===== src/rtl/proc_row_scheduler_pkg.sv =====
// Shared types and constants for the 4-processor row scheduler.
package proc_row_scheduler_pkg;

  localparam int unsigned NUM_PROC = 4;
  localparam int unsigned MAX_SIZE = 8;

  // Mux bank selects: low bank feeds rows 0..3, high bank feeds rows 4..7.
  localparam logic BANK_LO = 1'b1;
  localparam logic BANK_HI = 1'b0;

  typedef logic [NUM_PROC-1:0] proc_mask_t;
  typedef logic [3:0]          size_t;

  typedef enum logic [2:0] {
    StIdle,
    StLoadA,
    StRunA,
    StLoadB,
    StRunB,
    StDone,
    StErr
  } sched_state_t;

  // Processor i works on row base+i; it takes part only if that row exists.
  function automatic proc_mask_t row_mask(size_t n, size_t base);
    proc_mask_t m;
    for (int unsigned i = 0; i < NUM_PROC; i++) begin
      m[i] = (size_t'(i) + base) < n;
    end
    return m;
  endfunction

endpackage


===== src/rtl/proc_row_scheduler_if.sv =====
// Control/handshake bundle between the front end and the row scheduler.
interface proc_row_scheduler_if;
  import proc_row_scheduler_pkg::*;

  logic       start;
  size_t      size;
  proc_mask_t proc_done;
  proc_mask_t cntrl_p;
  proc_mask_t proc_start;
  size_t      row_base;
  logic       busy;
  logic       done;
  logic       err;

  modport master (
    output start, size, proc_done,
    input  cntrl_p, proc_start, row_base, busy, done, err
  );

  modport slave (
    input  start, size, proc_done,
    output cntrl_p, proc_start, row_base, busy, done, err
  );

endinterface


===== src/rtl/proc_row_scheduler_sched_timeout.sv =====
// Loadable up-counter with clear/enable; flags when the count reaches Timeout.
module sched_timeout #(
  parameter int unsigned Timeout = 1023,
  parameter int unsigned Width   = 10
) (
  input  logic             clk_i,
  input  logic             rst_ni,
  input  logic             clr_i,
  input  logic             ld_i,
  input  logic [Width-1:0] ld_val_i,
  input  logic             en_i,
  output logic             tc_o
);

  logic [Width-1:0] cnt_q, cnt_d;

  // Clear wins over load, load wins over counting.
  always_comb begin
    cnt_d = cnt_q;
    if (clr_i) begin
      cnt_d = '0;
    end else if (ld_i) begin
      cnt_d = ld_val_i;
    end else if (en_i) begin
      cnt_d = cnt_q + Width'(1);
    end
  end

  // Count register.
  always_ff @(posedge clk_i or negedge rst_ni) begin
    if (!rst_ni) begin
      cnt_q <= '0;
    end else begin
      cnt_q <= cnt_d;
    end
  end

  assign tc_o = (cnt_q == Width'(Timeout));

endmodule


===== src/rtl/proc_row_scheduler.sv =====
// Sequences one or two 4-row passes over the processor array for an N x N multiply.
module proc_row_scheduler
  import proc_row_scheduler_pkg::*;
#(
  parameter int unsigned Timeout = 1023,
  parameter int unsigned ToW     = 10
) (
  input  logic                 clk_i,
  input  logic                 rst_ni,
  proc_row_scheduler_if.slave  bus
);

  sched_state_t state_q, state_d;
  size_t        n_q, n_d;
  proc_mask_t   mask_q, mask_d;
  proc_mask_t   en_a, en_b, en_cur, seen;
  proc_mask_t   cntrl_p_q, cntrl_p_d, proc_start_q, proc_start_d;
  size_t        row_base_q, row_base_d;
  logic         busy_q, busy_d, done_q, done_d, err_q, err_d;
  logic         size_ok, pass_done, to_tc, in_run, in_load;

  assign size_ok = (bus.size != '0) && (bus.size <= size_t'(MAX_SIZE));
  // In IDLE the size is not latched yet, so pass A's first start mask uses the live input.
  assign en_a    = row_mask((state_q == StIdle) ? bus.size : n_q, '0);
  assign en_b    = row_mask(n_q, size_t'(NUM_PROC));
  assign en_cur  = (state_q == StRunB) ? en_b : en_a;
  assign in_run  = (state_q == StRunA) || (state_q == StRunB);
  assign in_load = (state_q == StLoadA) || (state_q == StLoadB);
  // Flags arriving this cycle count toward completion immediately.
  assign seen      = mask_q | (bus.proc_done & en_cur);
  assign pass_done = (seen == en_cur);

  sched_timeout #(
    .Timeout (Timeout),
    .Width   (ToW)
  ) u_timeout (
    .clk_i    (clk_i),
    .rst_ni   (rst_ni),
    .clr_i    (in_load),
    .ld_i     (1'b0),
    .ld_val_i ('0),
    .en_i     (in_run),
    .tc_o     (to_tc)
  );

  // State register.
  always_ff @(posedge clk_i or negedge rst_ni) begin
    if (!rst_ni) begin
      state_q <= StIdle;
    end else begin
      state_q <= state_d;
    end
  end

  // Next-state logic; completion outranks timeout.
  always_comb begin
    state_d = state_q;
    unique case (state_q)
      StIdle:  if (bus.start) state_d = size_ok ? StLoadA : StErr;
      StLoadA: state_d = StRunA;
      StRunA: begin
        if (pass_done)  state_d = (n_q > size_t'(NUM_PROC)) ? StLoadB : StDone;
        else if (to_tc) state_d = StErr;
      end
      StLoadB: state_d = StRunB;
      StRunB: begin
        if (pass_done)  state_d = StDone;
        else if (to_tc) state_d = StErr;
      end
      StDone:  state_d = StIdle;
      StErr:   state_d = StIdle;
      default: state_d = StIdle;
    endcase
  end

  // Output next-state: driven from the state being entered so registered outputs line up.
  always_comb begin
    proc_start_d = '0;
    cntrl_p_d    = cntrl_p_q;
    row_base_d   = row_base_q;
    busy_d       = busy_q;
    done_d       = (state_q == StDone);
    err_d        = err_q;
    if ((state_q == StIdle) && bus.start) err_d = 1'b0;
    unique case (state_d)
      StLoadA: begin
        proc_start_d = en_a;
        cntrl_p_d    = {NUM_PROC{BANK_LO}};
        row_base_d   = '0;
        busy_d       = 1'b1;
      end
      StLoadB: begin
        proc_start_d = en_b;
        cntrl_p_d    = {NUM_PROC{BANK_HI}};
        row_base_d   = size_t'(NUM_PROC);
      end
      StDone: begin
        cntrl_p_d  = {NUM_PROC{BANK_LO}};
        row_base_d = '0;
      end
      StErr: begin
        cntrl_p_d  = {NUM_PROC{BANK_LO}};
        row_base_d = '0;
        busy_d     = 1'b0;
        err_d      = 1'b1;
      end
      default: ;
    endcase
    if (state_q == StDone) busy_d = 1'b0;
  end

  // Latched size and per-pass completion mask.
  always_comb begin
    n_d    = ((state_q == StIdle) && bus.start) ? bus.size : n_q;
    mask_d = in_load ? '0 : (in_run ? seen : mask_q);
  end

  // Datapath and output registers.
  always_ff @(posedge clk_i or negedge rst_ni) begin
    if (!rst_ni) begin
      n_q          <= '0;
      mask_q       <= '0;
      cntrl_p_q    <= {NUM_PROC{BANK_LO}};
      proc_start_q <= '0;
      row_base_q   <= '0;
      busy_q       <= 1'b0;
      done_q       <= 1'b0;
      err_q        <= 1'b0;
    end else begin
      n_q          <= n_d;
      mask_q       <= mask_d;
      cntrl_p_q    <= cntrl_p_d;
      proc_start_q <= proc_start_d;
      row_base_q   <= row_base_d;
      busy_q       <= busy_d;
      done_q       <= done_d;
      err_q        <= err_d;
    end
  end

  assign bus.cntrl_p    = cntrl_p_q;
  assign bus.proc_start = proc_start_q;
  assign bus.row_base   = row_base_q;
  assign bus.busy       = busy_q;
  assign bus.done       = done_q;
  assign bus.err        = err_q;

endmodule


===== src/flat_wrapper.sv =====
// flat-port wrapper written by rule: the top's interface ports become plain ports
module proc_row_scheduler_flat import proc_row_scheduler_pkg::*;
#(
  parameter int unsigned Timeout = 1023,
  parameter int unsigned ToW     = 10
)
  (clk_i, rst_ni, bus_start, bus_size, bus_proc_done, bus_cntrl_p, bus_proc_start, bus_row_base, bus_busy, bus_done, bus_err);
  proc_row_scheduler_if bus_i ();
  input  logic clk_i;
  input  logic rst_ni;
  input wire logic [$bits(bus_i.start)-1:0] bus_start;
  input wire logic [$bits(bus_i.size)-1:0] bus_size;
  input wire logic [$bits(bus_i.proc_done)-1:0] bus_proc_done;
  output wire logic [$bits(bus_i.cntrl_p)-1:0] bus_cntrl_p;
  output wire logic [$bits(bus_i.proc_start)-1:0] bus_proc_start;
  output wire logic [$bits(bus_i.row_base)-1:0] bus_row_base;
  output wire logic [$bits(bus_i.busy)-1:0] bus_busy;
  output wire logic [$bits(bus_i.done)-1:0] bus_done;
  output wire logic [$bits(bus_i.err)-1:0] bus_err;
  assign bus_i.start = bus_start;
  assign bus_i.size = bus_size;
  assign bus_i.proc_done = bus_proc_done;
  assign bus_cntrl_p = bus_i.cntrl_p;
  assign bus_proc_start = bus_i.proc_start;
  assign bus_row_base = bus_i.row_base;
  assign bus_busy = bus_i.busy;
  assign bus_done = bus_i.done;
  assign bus_err = bus_i.err;
  proc_row_scheduler #(.Timeout(Timeout), .ToW(ToW)) u_core (.clk_i(clk_i), .rst_ni(rst_ni), .bus(bus_i));
endmodule

===== config.mk =====
export PLATFORM = sky130hd
export DESIGN_NAME = proc_row_scheduler_flat
export DESIGN_NICKNAME = d
export VERILOG_FILES = /design/src/rtl/proc_row_scheduler_pkg.sv /design/src/rtl/proc_row_scheduler_if.sv /design/src/rtl/proc_row_scheduler_sched_timeout.sv /design/src/rtl/proc_row_scheduler.sv /design/src/flat_wrapper.sv
export SDC_FILE = /design/constraint.sdc
export NUM_CORES = 1
export LEC_CHECK = 0
export CAP_MARGIN = 15
export CORE_MARGIN = 2
export CORE_UTILIZATION = 30
export CTS_CLUSTER_SIZE = 28
export DETAILED_ROUTE_END_ITERATION = 12
export PLACE_DENSITY = 0.46
export SYNTH_ARGS = -nofsm -noshare
export SYNTH_HDL_FRONTEND = slang
export SYNTH_SLANG_ARGS = --single-unit

===== constraint.sdc =====
create_clock -name clk_i -period 3.5 [get_ports clk_i]
set_input_delay 0.35 -clock clk_i [delete_from_list [all_inputs] [get_ports clk_i]]
set_output_delay 0.35 -clock clk_i [all_outputs]
set_load 0.005 [all_outputs]

==> Yosys cells after proc, flatten, opt, wreduce, memory -nomap -nowiden <==
Cells that the tools add are included.
{ "totals": {"elab_cells": 65, "regBits": 36, "out_inout_bits": 15, "input_bits": 11} }
{ "classes": {"n_eq_ne": 11, "bitwise_logic": 2, "mux": 20, "magnitude_cmp": 10, "n_reduce_logical": 11, "addsub": 1} }
{ "ops": {"columns": ["op", "n"], "rows": [
  ["$pmux 4 s2", 3],
  ["$mux 10", 2],
  ["$mux 3", 6],
  ["$lt 3x4->1 const A", 4],
  ["$mux 4", 4],
  ["$pmux 3 s5", 1],
  ["$eq 3x3->1 const B", 4],
  ["$add 10x1->10 const B", 1],
  ["$eq 10x10->1 const B", 1],
  ["$eq 3x2->1 const B", 3],
  ["$lt 1x4->1 const A", 2],
  ["$lt 2x4->1 const A", 2],
  ["$eq 3x1->1 const B", 2],
  ["$reduce_bool 2->1", 3],
  ["$and 4x4->4", 1],
  ["$eq 4x4->1", 1],
  ["$gt 4x3->1 const B", 1],
  ["$le 4x4->1 const B", 1],
  ["$or 4x4->4", 1],
  ["$reduce_bool 4->1", 1],
  ["$logic_not 3->1", 1],
  ["$mux 1", 3],
  ["$reduce_bool 3->1", 1],
  ["$reduce_or 3->1", 1],
  ["other kinds (3)", 5]
]} }

==> Logic depth before layout (Yosys ltp) <==
Gate-level depths: netlist of the first run.
{ "depth": {"ltp_word": 12, "ltp_mapped": 9, "mapped_depth_nobuf": 8} }

==> By module <==
Synthesis of the first run repeated with hierarchy kept, for this count alone.
{ "hier_totals": {"cells_unflattened": 207, "hier_area_um2": 1920.6} }
{ "modules_own_cells": {"columns": ["mod", "instances", "area_per_inst_um2", "cells_each"], "rows": [
  ["proc_row_scheduler", 1, 1332.5, 143],
  ["sched_timeout", 1, 588.1, 64]
]} }

==> Least setup slack after synthesis of the first run <==
OpenSTA, ideal clock, no wires.
{ "synth_timing": {"path_kind": "flip-flop to flip-flop", "start": "register u_core.state_q[0]", "end": "register u_core.row_base_q[2] (netlist: u_core.bus.row_base[2])", "synth_period_minus_slack_ps": 2463, "setup_time_ps": 123, "arrival_time_ps": 2340, "slack_ps": 1037, "path_buffers": 1, "path_stages_with_launch": 9, "cell_sequence": "dfrtp_1 > or2_2 > a221oi_1 > mux2_2 > a211oi_2 > a21oi_1 > or2_1 > buf_6 > o221a_1"} }
{ "synth_between": {"elab_chain_len": 12, "word_cells_on_any_way": 26, "classes_between": "order compare: 4; eq/ne: 9; mux: 8; bitwise: 2; reduce/logical: 3"} }
{ "synth_rtl": {"columns": ["element", "line_no", "rtl"], "rows": [
  ["from (decl)", "proc_row_scheduler.sv:13", "sched_state_t state_q, state_d;"],
  ["from (signal assigned)", "proc_row_scheduler.sv:49", "state_q <= StIdle;"],
  ["from (signal assigned)", "proc_row_scheduler.sv:51", "state_q <= state_d;"],
  ["$logic_not 3->1", "proc_row_scheduler.sv:24, proc_row_scheduler.sv:58", null],
  ["$mux 4", "proc_row_scheduler.sv:24", "assign en_a = row_mask((state_q == StIdle) ? bus.size : n_q, '0);"],
  ["$lt 1x4->1 or $lt 2x4->1 (tied branches)", "proc_row_scheduler_pkg.sv:28", "m[i] = (size_t'(i) + base) < n;"],
  ["$mux 4", "proc_row_scheduler.sv:26", "assign en_cur = (state_q == StRunB) ? en_b : en_a;"],
  ["$and 4x4->4", "proc_row_scheduler.sv:30", "assign seen = mask_q | (bus.proc_done & en_cur);"],
  ["$or 4x4->4", "proc_row_scheduler.sv:30", null],
  ["$eq 4x4->1", "proc_row_scheduler.sv:31", "assign pass_done = (seen == en_cur);"],
  ["$mux 3 (on tied branches)", "proc_row_scheduler.sv:67, proc_row_scheduler.sv:62", null],
  ["$pmux 3 s5 (*)", "proc_row_scheduler.sv:58", "unique case (state_q)"],
  ["via u_core.state_d[1]", "proc_row_scheduler.sv:13", null],
  ["$eq 3x3->1 or $eq 3x1->1 (tied branches)", "proc_row_scheduler.sv:85", "unique case (state_d)"],
  ["$reduce_or 3->1 (no source line)", null, null],
  ["$pmux 4 s2 or $reduce_bool 2->1 (tied branches)", null, null],
  ["to (signal assigned)", "proc_row_scheduler.sv:134", "row_base_q <= row_base_d;"],
  ["to (decl)", "proc_row_scheduler.sv:18", "size_t row_base_q, row_base_d;"]
]} }
The timed path passes the listed nets; every way through them passes the cells marked *. The select of a mux whose other input is x is not followed.
A chain may end at the register's enable or synchronous reset.

==> Final worst setup path of the first run <==
{ "layout_timing": {"start": "register u_core.state_q[0]", "end": "register u_core.row_base_q[2] (netlist: u_core.bus.row_base[2])"} }
{ "layout_between": {"elab_chain_len": 12, "word_cells_on_any_way": 26, "classes_between": "order compare: 4; eq/ne: 9; mux: 8; bitwise: 2; reduce/logical: 3"} }
{ "layout_rtl": {"columns": ["element", "line_no"], "rows": [
  ["$logic_not 3->1", "proc_row_scheduler.sv:24, proc_row_scheduler.sv:58"],
  ["$mux 4", "proc_row_scheduler.sv:24"],
  ["$lt 1x4->1 or $lt 2x4->1 (tied branches)", "proc_row_scheduler_pkg.sv:28"],
  ["$mux 4", "proc_row_scheduler.sv:26"],
  ["$and 4x4->4", "proc_row_scheduler.sv:30"],
  ["$or 4x4->4", "proc_row_scheduler.sv:30"],
  ["$eq 4x4->1", "proc_row_scheduler.sv:31"],
  ["$mux 3 (on tied branches)", "proc_row_scheduler.sv:67, proc_row_scheduler.sv:62"],
  ["$pmux 3 s5 (*)", "proc_row_scheduler.sv:58"],
  ["$eq 3x3->1 or $eq 3x1->1 (tied branches)", "proc_row_scheduler.sv:85"],
  ["$reduce_or 3->1 (no source line)", null],
  ["$pmux 4 s2 or $reduce_bool 2->1 (tied branches)", null]
]} }
Mark *: on every way between the ends. The rest lies on a longest branch, timed or not. The select of a mux whose other input is x is not followed.

==> qor.csv, run 1 <==
stage,metric,value,unit
run_status,outcome,finished clean,
global_route,grt_use_total,0.135,
timing,setup_ws,0.626,ns
setup_path,r2r-end,u_core.bus.row_base[2]$_DFFE_PN0P_,
place,dp_cells,277,
yosys,synth_most_common_cell,dfrtp_1,
yosys,syn_area,1780,um2
yosys,synth_cell_types,53,
power,power.density,844,nW/um2
setup_path,end_kind,flip-flop,
place,place_area,2030,um2
yosys,synth_mux_area_frac,0.0606,
power,p_leak,0.880,nW
yosys,avgSynthCellArea,9.35,um2
route,ant_nets,0,
setup_path,worst-path-max-fanout,16,
clock_tree,cts_sinks,30,
timing,finalHoldViolations,0,
setup_path,r2r_start,u_core.state_q[0]$_DFF_PN0_,
yosys,synth_commonest_cells,"29 x dfrtp_1, 24 x nor2_1, 14 x nand2_1, 11 x o21ai_0, 9 x a21oi_1",
clock_tree,ctsResizeCount,0,
yosys,synthFlopType,dfrtp_1,
floorplan,dieArea,6550,um2
yosys,synthTopCellsByArea,"dfrtp_1 41%, nor2_1 5.1%, o21ai_0 3.1%",
finish,fin_area,2120,um2
global_route,grt_start_max_net_pins,31,
yosys,synth_compound_gate_area_share,0.170,
setup_path,critPathLaunchType,flip-flop,
finish,fin_cells,285,
yosys,ys_ff_latch,30,
route,wirelength,4.05,mm
yosys,ys_async_sr_fraction,1.00,
clock_tree,cts_buffer_depth,2,
place,dpl_worst_slack,0.557,ns
timing,rsz0062_at_grt,false,
power,max-vdd-ir-drop,0.261,mV
setup_path,rrSetupSlack,0.63,ns
clock_tree,clockRootBuffer,clkbuf_8,
clock_tree,cts_tree,built,
setup_path,criticalPathCategory,reg2reg,
clock_tree,cts_setup_buffers,0,
yosys,synth_xor_area_frac,0.0345,
global_route,antenna_found_initial,0,
finish,fillers,619,
floorplan,core,5820,um2
setup_path,critical_path.endpoint,u_core.bus.row_base[2]$_DFFE_PN0P_,
place,dp_hpwl,2.95,mm
route,drt_pass1_iterations,4,
clock_tree,cts_made_buffers,5,
finish,fin_nets,221,
floorplan,io_pins,26,
place,gp_congestion,0.817,
setup_path,worstSetupStartpoint,u_core.state_q[0]$_DFF_PN0_,
place,port_buffers,22,
yosys,synth-adder-area-share,0.00704,
yosys,synth_top_family_by_area,simple AND/OR/NAND/NOR gates,
timing,finalCritPeriodShare,0.821,
setup_path,required,3.71,ns
yosys,synth_edf_count,0,
yosys,ys_seq_area_frac,0.423,
finish,diodes,0,
route,viasPerCell,5.13,
yosys,ys.warnings.count,0,
global_route,grt_pass1_wl,6.93,mm
floorplan,floorplan.rows,28,
timing,fin_worst_skew,0.00299,ns
timing,worstMarginPinSlew,0.797,ns
route,post-route-drc-count,0,
clock_tree,cts.clk_slew.worst_paths,0.06,ns
setup_path,reg2reg_depth,7,
yosys,netlist_instances,190,
finish,area_growth,19.2,%
timing,max-slew-margin-rel,0.469,
route,post_drt_wl_per_cell,14.2,um
route,drt_iter0_markers,92,
timing,drv_slew,0,
clock_tree,cts_hold_repair.buffers,0,
worst_hold_path,hold_class,in2async,
yosys,synth_top_area_frac,0.408,
clock_tree,htreeDepth,2,
floorplan,fp.dieH,81.0,um
floorplan,start_util,0.306,
finish,drive_above_1_share,0.114,
timing,tns,0,ns
clock_tree,insertion_delay,0.27,ns
power,finalPower,1.79,mW
timing,timing.final.setup_violations,0,
route,vias,1461,
job,drv_cap,0,
yosys,synth_top_cell_by_area,dfrtp_1,
yosys,synthSimpleGateAreaFrac,0.241,
global_route,overflow,0,
setup_path,critPathArrivalTime,3.08,ns
global_route,first_global_vias,1475,
floorplan,fp.dieW,81.0,um
timing,min_period,2.87,ns
timing,max_freq,0.348,GHz
-- routing by layer --
| metal | global-route usage | wire [um] |
|---|---|---|
| met5 | 0 | 0 |
| met4 | 0.0356 | 31 |
| met3 | 0.0333 | 211 |
| met2 | 0.229 | 1940 |
| met1 | 0.173 | 1860 |
-- cells in the final DEF (no fill, tap or decap), drive strengths merged, types with 2 or more instances in the layout --
| cell type | instances |
|---|---|
| inv | 6 |
| nor2 | 25 |
| o221a | 2 |
| nor3 | 7 |
| clkbuf | 7 |
| nand3b | 2 |
| o21ai | 11 |
| xnor2 | 2 |
| and3 | 5 |
| dfrtp | 29 |
| a31oi | 5 |
| a21oi | 9 |
| a211oi | 4 |
| mux2i | 5 |
| or4 | 2 |
| xor2 | 5 |
| nor4 | 2 |
| mux2 | 4 |
| or3 | 4 |
| buf | 2 |
| clkdlybuf4s50 | 22 |
| a32o | 3 |
| or2 | 3 |
| nand2b | 5 |
| conb | 3 |
| nand2 | 14 |
| nand3 | 4 |
-- sequential cells by signal, indices dropped and copies added, names as in the netlist --
register	flops
u_core.bus.busy	1
u_core.bus.cntrl_p	1
u_core.bus.done	1
u_core.bus.err	1
u_core.bus.proc_start	4
u_core.bus.row_base	1
u_core.mask_q	4
u_core.n_q	4
u_core.state_q	3
u_core.u_timeout.cnt_q	10
-- worst max-delay path, stage by stage (launching register included) --
cell and delay, ns:
dfrtp_1 0.55, or2_2 0.38, a221oi_1 0.32, mux2_2 0.39
a211oi_2 0.32, a211oi_1 0.15, o32ai_1 0.43, o221a_1 0.26
-- how the worst min path moves through the flow --
stage / start / to / slack, ns / depth (start not counted)
floorplan: rst_ni / u_core.bus.busy$_DFFE_PN0P_ / 0.05 / 0
global placement: u_core.u_timeout.cnt_q[1]$_DFFE_PN0P_ / u_core.u_timeout.cnt_q[1]$_DFFE_PN0P_ / 0.53 / 2
detailed placement: u_core.mask_q[1]$_DFFE_PN0P_ / u_core.mask_q[1]$_DFFE_PN0P_ / 0.52 / 2
CTS: rst_ni / u_core.u_timeout.cnt_q[3]$_DFFE_PN0P_ / 0.48 / 2
global route: rst_ni / u_core.n_q[1]$_DFFE_PN0P_ / 0.50 / 2
finish: rst_ni / u_core.n_q[1]$_DFFE_PN0P_ / 0.46 / 2
-- cells by family after synthesis --
family                   Yosys count
other                              1
buffers and inverters             20
AO/OA/AOI/OAI                     42
flip-flops                        30
adder cells (fa/ha/maj)            1
XOR/XNOR                           7
AND/OR/NAND/NOR                   80
multiplexers                       9
-- final cells by class --
class,instances,area (um2),share of cell area
sequential,30,752,0.355
clock buffer,7,86.3,0.0408
timing repair buffer,24,235,0.111
inverter,6,22.5,0.0106
multi-input combinational,142,923,0.436
clock inverter,1,5.00,0.00236
tap,75,93.8,0.0443
-- through the flow --
| stage | util | hold WS [ns] |
|---|---|---|
| finish | 0.364 | 0.456 |
| global route | 0.364 | 0.501 |
| CTS | 0.364 | 0.479 |
| detailed placement | 0.349 | 0.517 |
| global placement | 0.349 | 0.527 |
| floorplan | - | 0.0544 |
-- power breakdown --
group | internal, mW | total [mW] | switching [mW]
Clock | 0.158 | 0.280 | 0.122
Combinational | 0.420 | 0.864 | 0.444
Sequential | 0.475 | 0.643 | 0.168
Note: power is estimated with default switching activity, not from simulation.
==> run 2: changes to the inputs <==
==> constraint.sdc (replaced) <==
create_clock -name clk_i -period 2.99 [get_ports clk_i]
set_input_delay 0.299 -clock clk_i [delete_from_list [all_inputs] [get_ports clk_i]]
set_output_delay 0.299 -clock clk_i [all_outputs]
set_load 0.005 [all_outputs]
==> run 2 against run 1 <==
Worst setup slack lost 0.45 ns. Core utilization grew 0.77 points. Register-to-register slack lost 0.45 ns. Global-route usage grew 0.38 points. Design area grew 2.1%. First-iteration DRC count shrank 30%. Critical endpoint unchanged. Via count grew 0.14%. Maximum frequency grew 2.1%.
==> qor.csv, run 2 (synthesis results as in run 1) <==
stage,metric,value,unit,change
setup_path,path_buf_inv,0,,unchanged
route,ant_nets,0,,unchanged
timing,holdWs,0.420,ns,-0.0359 ns
clock_tree,cts_hold_repair.buffers,0,,unchanged
finish,fin_area,2160,um2,+2.1%
power,power_frac_seq,0.332,,-0.028
clock_tree,htreeDepth,2,,unchanged
clock_tree,ctsResizeCount,0,,unchanged
setup_path,cpPeakStageDelay,0.49,ns,-0.06 ns
setup_path,critPathArrivalTime,3.02,ns,-0.06 ns
route,post_drt_wl_per_cell,14.5,um,+2.2%
power,p_leak,0.910,nW,+3.4%
place,gp_congestion,0.809,,-0.93%
setup_path,reg2reg_depth,7,,unchanged
power,max-vdd-ir-drop,0.295,mV,+13%
setup_path,crit_family,compound AO/OA/AOI/OAI gates,,
clock_tree,cts_sinks,30,,unchanged
place,dp_hpwl,3.15,mm,+6.7%
timing,max-slew-margin-rel,0.652,,+0.184
setup_path,r2r-end,u_core.bus.row_base[2]$_DFFE_PN0P_,,
power,p_sw,0.884,mW,+20%
place,place_area,2070,um2,+2.2%
setup_path,worst-path-max-fanout,9,,-7
route,post-route-drc-count,0,,unchanged
timing,finalCritPeriodShare,0.941,,+0.120
route,viasPerCell,5.03,,-1.9%
power,pwr-share-comb,0.517,,+0.034
global_route,first_global_vias,1465,,-0.68%
clock_tree,cts_made_buffers,5,,unchanged
power,finalPower,2.16,mW,+21%
floorplan,fp.dieH,81.0,um,unchanged
finish,ff_latch_area,752,um2,unchanged
power,clockPowerShare,0.152,,-0.005
timing,timing.final.setup_violations,0,,unchanged
setup_path,rrSetupSlack,0.18,ns,-0.45 ns
finish,final_cell_mix,"29 x dfrtp_1, 24 x nor2_1, 22 x clkdlybuf4s50_1",,
route,drt_pass1_iterations,4,,unchanged
finish,fin_nets,227,,+2.7%
clock_tree,cts_setup_buffers,0,,unchanged
finish,fillers,609,,-1.6%
finish,final_common_cell,dfrtp_1,,
job,drv_cap,0,,unchanged
setup_path,required,3.20,ns,-0.51 ns
timing,rsz0062_at_grt,false,,
floorplan,io_pins,26,,unchanged
floorplan,core,5820,um2,unchanged
worst_hold_path,hold_class,in2async,,
global_route,antenna_found_initial,0,,unchanged
setup_path,cp_cell_sequence,or2_2 > a221oi_1 > mux2_2 > a211oi_2 > a211oi_1 > o32ai_1 > o221a_1,,
timing,tns,0,ns,unchanged
global_route,grt_start_max_net_pins,31,,unchanged
finish,diodes,0,,unchanged
finish,largest_reg_flops,10,,unchanged
setup_path,critPathLaunchType,flip-flop,,
global_route,overflow,0,,unchanged
place,port_buffers,22,,unchanged
timing,drv_slew,0,,unchanged
place,dp_cells,283,,+2.2%
finish,area_growth,21.8,%,
clock_tree,insertion_delay,0.27,ns,about the same
finish,drive_above_1_share,0.139,,+0.0246
timing,finalHoldViolations,0,,unchanged
finish,top_register,u_core.u_timeout.cnt_q,,
clock_tree,cts.clk_slew.worst_paths,0.06,ns,about the same
timing,fin_worst_skew,0.00342,ns,+0.000438 ns
timing,max_freq,0.355,GHz,+2.1%
finish,fin_cells,291,,+2.1%
global_route,grt_pass1_wl,6.91,mm,-0.30%
route,drt_iter0_markers,64,,-30%
finish,multi_input_area,923,um2,unchanged
power,power.density,1000,nW/um2,+19%
floorplan,dieArea,6550,um2,unchanged
setup_path,criticalPathCategory,reg2reg,,
power,internal-power,1.28,mW,+22%
setup_path,crit_slowest_cell,dfrtp_1,,
clock_tree,cts_tree,built,,
floorplan,fp.dieW,81.0,um,unchanged
clock_tree,cts_buffer_depth,2,,unchanged
floorplan,start_util,0.306,,unchanged
clock_tree,clockRootBuffer,clkbuf_8,,
timing,worstMarginPinSlew,0.519,ns,-0.278 ns
floorplan,floorplan.rows,28,,unchanged
run_status,outcome,finished clean,,
power,swShare,0.408,,-0.00267
global_route,grt_use_total,0.139,,+0.00383
timing,min_period,2.81,ns,-0.0602 ns
setup_path,r2r_start,u_core.state_q[0]$_DFF_PN0_,,
route,wirelength,4.22,mm,+4.4%
setup_path,end_kind,flip-flop,,
route,vias,1463,,+0.14%
run 2: cell types whose count changed in the layout (fill, tap and decap cells not counted):
| cell | change |
|---|---|
| buf_4 | +6 |
run 2: metrics by stage:
stage | setup slack, ns | util
3_3_place_gp | 0.206 | 0.356
3_5_place_dp | 0.0659 | 0.356
5_1_grt | 0.0144 | 0.372
6_report | 0.176 | 0.372
2_1_floorplan | 0.527 | -
4_1_cts | 0.178 | 0.372
run 2: worst max path at each step:
stage / from / end / slack, ns / depth (start not counted)
after global routing: u_core.state_q[0]$_DFF_PN0_ / u_core.bus.cntrl_p[2]$_DFFE_PN1P_ / 0.01 / 7
after detailed placement: bus_size[3] / u_core.bus.row_base[2]$_DFFE_PN0P_ / 0.07 / 8
final: u_core.state_q[0]$_DFF_PN0_ / u_core.bus.row_base[2]$_DFFE_PN0P_ / 0.18 / 7
after CTS: u_core.state_q[0]$_DFF_PN0_ / u_core.bus.row_base[2]$_DFFE_PN0P_ / 0.18 / 7
after floorplan: u_core.state_q[0]$_DFF_PN0_ / u_core.bus.row_base[2]$_DFFE_PN0P_ / 0.53 / 8
after global placement: bus_size[3] / u_core.bus.row_base[2]$_DFFE_PN0P_ / 0.21 / 8
run 2: layout make-up:
class | instances | area share
clock buffers | 7 | 0.0399
multi-input cells | 142 | 0.427
clock inverters | 1 | 0.00231
flip-flops and latches | 30 | 0.348
inverters | 6 | 0.0104
well taps | 75 | 0.0434
repair buffers | 30 | 0.130
run 2: power groups by stage:
stage | combinational [mW] | clock (mW) | sequential [mW]
2_1_floorplan | 0.834 | 0 | 0.665
3_3_place_gp | 1.10 | 0 | 0.724
3_5_place_dp | 1.12 | 0 | 0.723
4_1_cts | 1.13 | 0.344 | 0.718
5_1_grt | 1.23 | 0.360 | 0.749
6_report | 1.12 | 0.328 | 0.718
run 2: per-layer routing:
metal  global-route usage  part of all wire  vias up
met2                0.222              0.46       46
met1                0.183              0.47      686
met5                    0                 0        -
met3               0.0378             0.052        6
met4               0.0458             0.011        0
li1                     -                 -      725
